==> config.mk <==
export PLATFORM = sky130hd
export DESIGN_NAME = dmem_arbiter
export DESIGN_NICKNAME = d
export VERILOG_FILES = /design/src/rtl/dmem_arb_pkg.sv /design/src/rtl/dmem_arb_stats.sv /design/src/rtl/dmem_arbiter.sv
export SDC_FILE = /design/constraint.sdc
export NUM_CORES = 1
export LEC_CHECK = 0
export BUFFER_PORTS_ARGS = -buffer_cell sky130_fd_sc_hd__clkbuf_2
export CAP_MARGIN = 20
export CORE_AREA = 2 2 96 98
export CTS_BUF_LIST = sky130_fd_sc_hd__clkbuf_8
export CTS_CLUSTER_SIZE = 12
export DETAILED_ROUTE_END_ITERATION = 10
export DIE_AREA = 0 0 98 100
export GPL_TIMING_DRIVEN = 1
export SYNTH_ARGS = -nofsm -noshare
export SYNTH_HDL_FRONTEND = slang
export SYNTH_HIERARCHICAL = 1
export SYNTH_SLANG_ARGS = --single-unit
==> constraint.sdc <==
create_clock -name clk -period 4 [get_ports clk]
set_input_delay 0.4 -clock clk [delete_from_list [all_inputs] [get_ports clk]]
set_output_delay 0.4 -clock clk [all_outputs]
set_load 0.02 [all_outputs]
==> src/rtl/dmem_arb_pkg.sv <==
// Shared types and defaults for the data-memory arbiter (dmem_arbiter).
package dmem_arb_pkg;

    typedef enum logic {
        PIPE_PRI  = 1'b0,
        CAM_BURST = 1'b1
    } arb_state_t;

    typedef enum logic [1:0] {
        GNT_NONE = 2'd0,
        GNT_PIPE = 2'd1,
        GNT_CAM  = 2'd2
    } grant_t;

    localparam int DEF_MAX_WAIT  = 8;
    localparam int DEF_BURST_LEN = 4;
    localparam int STAT_W        = 16;

endpackage

==> src/rtl/dmem_arb_stats.sv <==
// Saturating stall / camera-grant counters for dmem_arbiter.
// Compiled only when DMEM_ARB_STATS_EN is defined; otherwise no counter flops exist.
`ifdef DMEM_ARB_STATS_EN
module dmem_arb_stats
    import dmem_arb_pkg::*;
(
    input  logic              clk,
    input  logic              reset_n,
    input  logic              stall_i,
    input  logic              cam_gnt_i,
    output logic [STAT_W-1:0] stall_cnt_o,
    output logic [STAT_W-1:0] cam_cnt_o
);

    localparam logic [STAT_W-1:0] CNT_MAX = '1;

    logic [STAT_W-1:0] stall_cnt_q, stall_cnt_d;
    logic [STAT_W-1:0] cam_cnt_q, cam_cnt_d;

    always_comb begin
        stall_cnt_d = stall_cnt_q;
        cam_cnt_d   = cam_cnt_q;
        if (stall_i && (stall_cnt_q != CNT_MAX)) begin
            stall_cnt_d = stall_cnt_q + STAT_W'(1);
        end
        if (cam_gnt_i && (cam_cnt_q != CNT_MAX)) begin
            cam_cnt_d = cam_cnt_q + STAT_W'(1);
        end
    end

    always_ff @(posedge clk or negedge reset_n) begin
        if (!reset_n) begin
            stall_cnt_q <= '0;
            cam_cnt_q   <= '0;
        end else begin
            stall_cnt_q <= stall_cnt_d;
            cam_cnt_q   <= cam_cnt_d;
        end
    end

    assign stall_cnt_o = stall_cnt_q;
    assign cam_cnt_o   = cam_cnt_q;

endmodule
`endif

==> src/rtl/dmem_arbiter.sv <==
// Single-port data-memory arbiter: pipeline MEM stage has priority, camera gets a bounded
// forced burst after MAX_WAIT denied cycles. Optional statistics under DMEM_ARB_STATS_EN.
module dmem_arbiter
    import dmem_arb_pkg::*;
#(
    parameter int ADDR_W    = 16,
    parameter int DATA_W    = 32,
    parameter int MAX_WAIT  = DEF_MAX_WAIT,
    parameter int BURST_LEN = DEF_BURST_LEN
) (
    input  logic              clk,
    input  logic              reset_n,
    input  logic              pipe_req,
    input  logic              pipe_we,
    input  logic [ADDR_W-1:0] pipe_addr,
    input  logic [DATA_W-1:0] pipe_wdata,
    output logic              stall_m,
    output logic [DATA_W-1:0] pipe_rdata,
    output logic              pipe_rvalid,
    input  logic              cam_valid,
    input  logic [ADDR_W-1:0] cam_addr,
    input  logic [DATA_W-1:0] cam_wdata,
    output logic              cam_ready,
    output logic              mem_en,
    output logic              mem_we,
    output logic [ADDR_W-1:0] mem_addr,
    output logic [DATA_W-1:0] mem_wdata,
    input  logic [DATA_W-1:0] mem_rdata,
    output logic [15:0]       stat_stall_cnt,
    output logic [15:0]       stat_cam_cnt
);

    localparam int WAIT_W  = $clog2(MAX_WAIT + 1);
    localparam int BURST_W = $clog2(BURST_LEN + 1);
    localparam logic [WAIT_W-1:0]  WAIT_LIMIT = WAIT_W'(MAX_WAIT);
    localparam logic [BURST_W-1:0] BURST_LOAD = BURST_W'(BURST_LEN);

    arb_state_t         state_q, state_d;
    logic [WAIT_W-1:0]  wait_cnt_q, wait_cnt_d;
    logic [BURST_W-1:0] burst_cnt_q, burst_cnt_d;
    logic               pipe_rvalid_q, pipe_rvalid_d;
    grant_t             gnt;

    always_comb begin
        gnt = GNT_NONE;
        if (state_q == CAM_BURST) begin
            if (cam_valid)     gnt = GNT_CAM;
            else if (pipe_req) gnt = GNT_PIPE;
        end else begin
            if (pipe_req)       gnt = GNT_PIPE;
            else if (cam_valid) gnt = GNT_CAM;
        end
    end

    always_comb begin
        mem_en    = 1'b0;
        mem_we    = 1'b0;
        mem_addr  = '0;
        mem_wdata = '0;
        case (gnt)
            GNT_PIPE: begin
                mem_en    = 1'b1;
                mem_we    = pipe_we;
                mem_addr  = pipe_addr;
                mem_wdata = pipe_wdata;
            end
            GNT_CAM: begin
                mem_en    = 1'b1;
                mem_we    = 1'b1;
                mem_addr  = cam_addr;
                mem_wdata = cam_wdata;
            end
            default: ;
        endcase
    end

    assign cam_ready   = (gnt == GNT_CAM);
    assign stall_m     = pipe_req && (gnt != GNT_PIPE);
    assign pipe_rdata  = mem_rdata;
    assign pipe_rvalid = pipe_rvalid_q;

    always_comb begin
        state_d       = state_q;
        burst_cnt_d   = burst_cnt_q;
        pipe_rvalid_d = (gnt == GNT_PIPE) && !pipe_we;
        if (cam_valid && !cam_ready) begin
            wait_cnt_d = (wait_cnt_q == WAIT_LIMIT) ? WAIT_LIMIT : wait_cnt_q + WAIT_W'(1);
        end else begin
            wait_cnt_d = '0;
        end
        case (state_q)
            PIPE_PRI: begin
                // The pipeline still wins the cycle the limit is hit; the burst starts next cycle.
                if (wait_cnt_d == WAIT_LIMIT) begin
                    state_d     = CAM_BURST;
                    burst_cnt_d = BURST_LOAD;
                end
            end
            CAM_BURST: begin
                if (!cam_valid) begin
                    state_d     = PIPE_PRI;
                    burst_cnt_d = '0;
                    wait_cnt_d  = '0;
                end else begin
                    burst_cnt_d = burst_cnt_q - BURST_W'(1);
                    if (burst_cnt_q == BURST_W'(1)) begin
                        state_d    = PIPE_PRI;
                        wait_cnt_d = '0;
                    end
                end
            end
            default: state_d = PIPE_PRI;
        endcase
    end

    always_ff @(posedge clk or negedge reset_n) begin
        if (!reset_n) begin
            state_q       <= PIPE_PRI;
            wait_cnt_q    <= '0;
            burst_cnt_q   <= '0;
            pipe_rvalid_q <= 1'b0;
        end else begin
            state_q       <= state_d;
            wait_cnt_q    <= wait_cnt_d;
            burst_cnt_q   <= burst_cnt_d;
            pipe_rvalid_q <= pipe_rvalid_d;
        end
    end

`ifdef DMEM_ARB_STATS_EN
    dmem_arb_stats u_stats (
        .clk         (clk),
        .reset_n     (reset_n),
        .stall_i     (stall_m),
        .cam_gnt_i   (cam_ready),
        .stall_cnt_o (stat_stall_cnt),
        .cam_cnt_o   (stat_cam_cnt)
    );
`else
    assign stat_stall_cnt = '0;
    assign stat_cam_cnt   = '0;
`endif

endmodule
* After elaboration in Yosys (flattened, before gate mapping)
Index checks and enable logic that the tools add are counted.
** Word-level totals
- Register bits :: 9
- Latch bits :: 0
- Bits in writable memories :: 0
- ROM bits :: 0
- Bits of input ports :: 133
- Output and inout port bits :: 117
- Word-level logic and storage cells :: 41
- Memories kept :: 0
** Cells by class
- $add $sub $neg :: 2
- Multiply operators :: 0
- Div/mod/pow operators :: 0
- Magnitude comparators :: 0
- Equality and inequality tests :: 7
- Shift operators :: 0
- Mux-type cells :: 21
- Bitwise logic cells :: 1
- Reductions and logical operators :: 6
** Operators by type and width (number)
- one-hot mux 32 bit (2 select lines) :: 1
- one-hot mux 16 bit (2 select lines) :: 1
- two-way mux 4 bit :: 5
- == test 4 bit, second input constant :: 2
- two-way mux 2 bit :: 4
- two-way mux 3 bit :: 2
- one-hot mux 3 bit (2 select lines) :: 1
- two-way mux 1 bit :: 5
- adder 4 x 1 -> 4 bit, second input constant :: 1
- one-hot mux 1 bit (2 select lines) :: 2
- == test 3 x 1 -> 1 bit, second input constant :: 1
- logical AND 1 bit :: 3
- subtractor 3 x 1 -> 3 bit, second input constant :: 1
- == test 2 x 1 -> 1 bit, second input constant :: 1
- == test 2 bit, second input constant :: 1
- zero test 1 bit :: 2
- inequality test 2 x 1 -> 1 bit, second input constant :: 1
- inequality test 2 bit, second input constant :: 1
- OR reduction 2 bit :: 1
- inverter 1 bit :: 1

* Logic depth before layout (Yosys ltp)
- Word-level depth :: 10
- Depth in mapped cells :: 9
- Mapped depth without buffers :: 8

* Worst setup path before layout
No wires, ideal clock.
- Path type :: register to output
- Start :: register state_q
- End :: output mem_wdata[2]
- Arrival :: 1.891 ns
- Data required time :: 3.600 ns
- Path slack :: 1.709 ns
- Stages on the path, launching flop included :: 9
- Path buffers :: 3
- Cells stage by stage :: dfrtp_1 > inv_1 > a21oi_1 > ha_1 > buf_6 > buf_2 > buf_2 > a22oi_1 > nor2_1
** On the way
- Cells in the longest elaborated chain, start to end :: 3
- Elaborated cells on any way between the ends :: 4
- Those cells by class :: 2 x eq/ne; 2 x mux
** RTL lines
- start: declaration :: line dmem_arbiter.sv:38 : arb_state_t state_q, state_d;
- start signal: assignment :: line dmem_arbiter.sv:123 : state_q <= state_d;
- two-way mux 2 bit :: line dmem_arbiter.sv:46 : if (state_q == CAM_BURST) begin
- == test 2 bit
- net cam_ready :: line dmem_arbiter.sv:23 : output logic cam_ready,
- one-hot mux 32 bit (2 select lines) :: line dmem_arbiter.sv:60 : case (gnt)
- end: declaration :: line dmem_arbiter.sv:27 : output logic [DATA_W-1:0] mem_wdata,
The timed path passes the listed nets, and every way through them passes these cells.

* Worst setup path after layout
- Start :: register state_q
- End :: output mem_wdata[21]
** On the way
- Cells in the longest elaborated chain, start to end :: 3
- Elaborated cells on any way between the ends :: 4
- Those cells by class :: 2 x eq/ne; 2 x mux
** RTL lines (line)
- two-way mux 2 bit (*) :: dmem_arbiter.sv:46
- == test 2 bit or == test 2 x 1 -> 1 bit (tied branches) :: dmem_arbiter.sv:60
- one-hot mux 32 bit (2 select lines) (*) :: dmem_arbiter.sv:60
Mark *: on every way between the ends. The rest lies on a longest branch, timed or not.

==> flow_summary.toml <==
[sta]
timing.slew.headroom_pct = 33.5
min_period_ns = 2.92
setup_viol = 0
period_share_pct = 72.9
tns_ns = 0
final_number_of_max_transition_violations = 0
maximum_clock_frequency_mhz = 343
final_count_of_hold_timing_violations = 0
fin_worst_skew_ns = 0.000460
final_setup_margin_ns = 1.08
rsz0062_at_grt = "false"
slew_at_the_pin_closest_to_its_max_slew_limit_ns = 0.998

[worst_setup_path]
crit_chain = "inv_1 -> a21oi_1 -> ha_2 -> a22oi_1 -> nor2_1 -> clkbuf_2"
worst_setup_path_endpoint = "mem_wdata[21]"
worst_flop_to_flop_path_startpoint = "state_q"
crit_path_max_cell_delay_ns = 0.86
reg2regPathDepth = 7
cp-start-kind = "register"
ff2ff_setup_slack_ns = 1.39
crit_path_top_delay_cell = "ha_2"
path_depth = 6
cp_top_family = "adder cells"
crit_required_ns = 3.60
setup.worst_path.start = "state_q"
criticalPathCategory = "reg -> out"
r2r-end = "state_q"
crit_buf_inv = 2
critical_path_peak_fanout = 53
arrival_ns = 2.52
element_type_at_the_critical_path_end = "primary output"

[routing]
first_iter_violations = 53
ant_nets = 0
drc = 0
vias_per_cell = 4.18
first_pass_iters = 4
detail_route.wirelength_um = 5100
route.vias.total = 1906
avgRoutedWirePerCell_um = 11.2

[power_and_ir_drop]
design_power_total_mw = 0.474
irDropWorstVdd_mv = 0.134
comb_power_share_pct = 54.7
clock_power_share_pct = 22.5
leakage_nw = 1.26
power_switching_share_pct = 44.3
power.density_cell_area_nw_per_um2 = 219
intPower_mw = 0.264
power.share.sequential_pct = 22.8
switching_power_mw = 0.210

[final_layout]
design.final.nets = 485
layout-area-overhead-vs-synth_pct = 31.2
antenna_cells_inserted = 0
layoutNonFillerInstCount = 456
layout.core_utilization_pct = 24.3
layout_cells_sized_above_1_pct = 46.7

[placed_design]
worst_setup_slack_post_dpl_ns = 1.29
place_congestion = 0.757
place.detailed.instances = 452
detailed_place_hpwl_um = 4080
place.port_buffers = 153

[yosys]
synthesis.instances = 239
synth_warnings = 6
syn-mean-instance-area_um2 = 6.91
ys_types = 25
synthesized_flop_and_latch_total = 9
area_of_the_mapped_netlist_um2 = 1650
seq_area_frac_synth_pct = 13.6

[floorplanning]
floorplan.initialDensity_pct = 18.6
fp.dieW_um = 98
num_rows = 35
core_um2 = 8890
pin_count = 250
die_area_um2 = 9800
floorplan.die.height_um = 100

[grt]
total_track_usage_pct = 9.18
first_global_vias = 1586
maximum_number_of_pins_on_one_net_before_global_route_repair = 54
grt_antenna_before_repair = 0
first_pass_grt_wire_length_um = 7600
global_route.overflow_total = 0

[clock_tree]
tritoncts = "built"
htree_num_levels = 1
cts_setup_buffers = 0
cts-buffers-inserted = 3
clkLatencyLatePin_ns = 0.23
clock_sinks = 9
post_cts_resized = 0
clkSlewWorstSetupHoldPaths_ns = 0.05
clockBufferDepth = 2
cts.hold.buffers_added = 0
cts_root_buffer = "clkbuf_8"

[hold_path]
min_path_type = "in -> async"

[flow_run]
maxCapViolCount = 0

[run_status]
status = "complete, no violations"
## layout by cell type, fill, tap and decap left out, drive strengths merged, types with 2 or more instances in the layout
cell type,count
clkbuf,156
mux2i,2
a21oi,7
nor2,54
conb,32
nor3,3
inv,12
a22oi,48
dfrtp,9
nand2,4
and3b,2
ha,6
## layout make-up
cell class | instances | area, µm²
tap | 111 | 139
inverter | 12 | 45.0
clock inverter | 1 | 5.00
clock buffer | 3 | 41.3
sequential | 9 | 225
multi-input combinational | 167 | 943
fill | 996 | 6730
timing repair buffer | 153 | 766
## state kept, by name (all words and copies together) (netlist names)
register	cells
burst_cnt_q	3
state_q	1
pipe_rvalid	1
wait_cnt_q	4
## routing by layer
metal | vias to the layer above | GRT usage, % | wire length, µm
met5 | - | 0 | 0
met4 | 0 | 2.35 | 127
met1 | 878 | 11.2 | 1990
met2 | 79 | 16.6 | 2660
li1 | 929 | - | -
met3 | 20 | 1.74 | 317
## worst reg2reg max path: cells and delay by family, from the launching register on
family                     cells  cell delay [ns]
buffers and inverters          1             0.14
AOI/OAI and AO/OA              1             0.21
and+or+nand+nor                2             0.37
DFF                            1             0.44
adders and majority gates      1             0.86
muxes                          2             0.48
## how the worst min path moves through the flow
stage,from,to,slack [ns],cells after the start
after floorplan,reset_n,burst_cnt_q[0],0.10,0
after global placement,reset_n,burst_cnt_q[1],0.27,1
after detailed placement,reset_n,burst_cnt_q[1],0.27,1
after CTS,reset_n,state_q,0.02,1
after global routing,reset_n,wait_cnt_q[1],0.03,1
final,reset_n,burst_cnt_q[1],0.02,1
## through the flow
stage          hold slack, ns  instance area [µm²]
6_report               0.0154                 2160
5_1_grt                0.0274                 2160
4_1_cts                0.0225                 2160
3_5_place_dp            0.269                 2120
3_3_place_gp            0.268                 2120
2_1_floorplan           0.104                 1770
## Yosys cell counts
| cell type | n | share of area [%] |
|---|---|---|
| mux2i_1 | 2 | 1.2 |
| o31a_1 | 1 | 0.53 |
| a311o_1 | 1 | 0.61 |
| nor2b_1 | 1 | 0.38 |
| o22ai_1 | 1 | 0.38 |
| nor3_2 | 1 | 0.61 |
| buf_4 | 64 | 29 |
| xnor2_1 | 1 | 0.53 |
| dfrtp_1 | 9 | 14 |
| buf_2 | 2 | 0.61 |
| a21oi_1 | 7 | 2.1 |
| conb_1 | 1 | 0.23 |
| nor2_1 | 54 | 12 |
| o32ai_1 | 1 | 0.53 |
| clkbuf_1 | 15 | 3.4 |
| nor3b_1 | 1 | 0.46 |
| nand3_1 | 1 | 0.30 |
| mux2_2 | 1 | 0.68 |
| nor3_1 | 2 | 0.61 |
| buf_6 | 1 | 0.68 |
| inv_1 | 12 | 2.7 |
| ha_1 | 6 | 4.5 |
| a22oi_1 | 48 | 22 |
| nand2_1 | 4 | 0.91 |
| and3b_1 | 2 | 1.1 |
## cells by family after synthesis
group | synth area share [%]
xor gates and xnor gates | 0.531
and+or+nand+nor | 16.6
AOI/OAI and AO/OA | 26.0
other | 0.227
adders and majority gates | 4.55
buffers and inverters | 36.5
DFF | 13.6
muxes | 1.90
## power by group through the flow
stage	combinational [mW]	sequential, mW	clock [mW]
final	0.259	0.108	0.106
after detailed placement	0.261	0.109	0
after global routing	0.286	0.109	0.115
after CTS	0.262	0.108	0.108
after floorplan	0.233	0.108	0
after global placement	0.258	0.109	0
(Power assumes the default switching activity.)
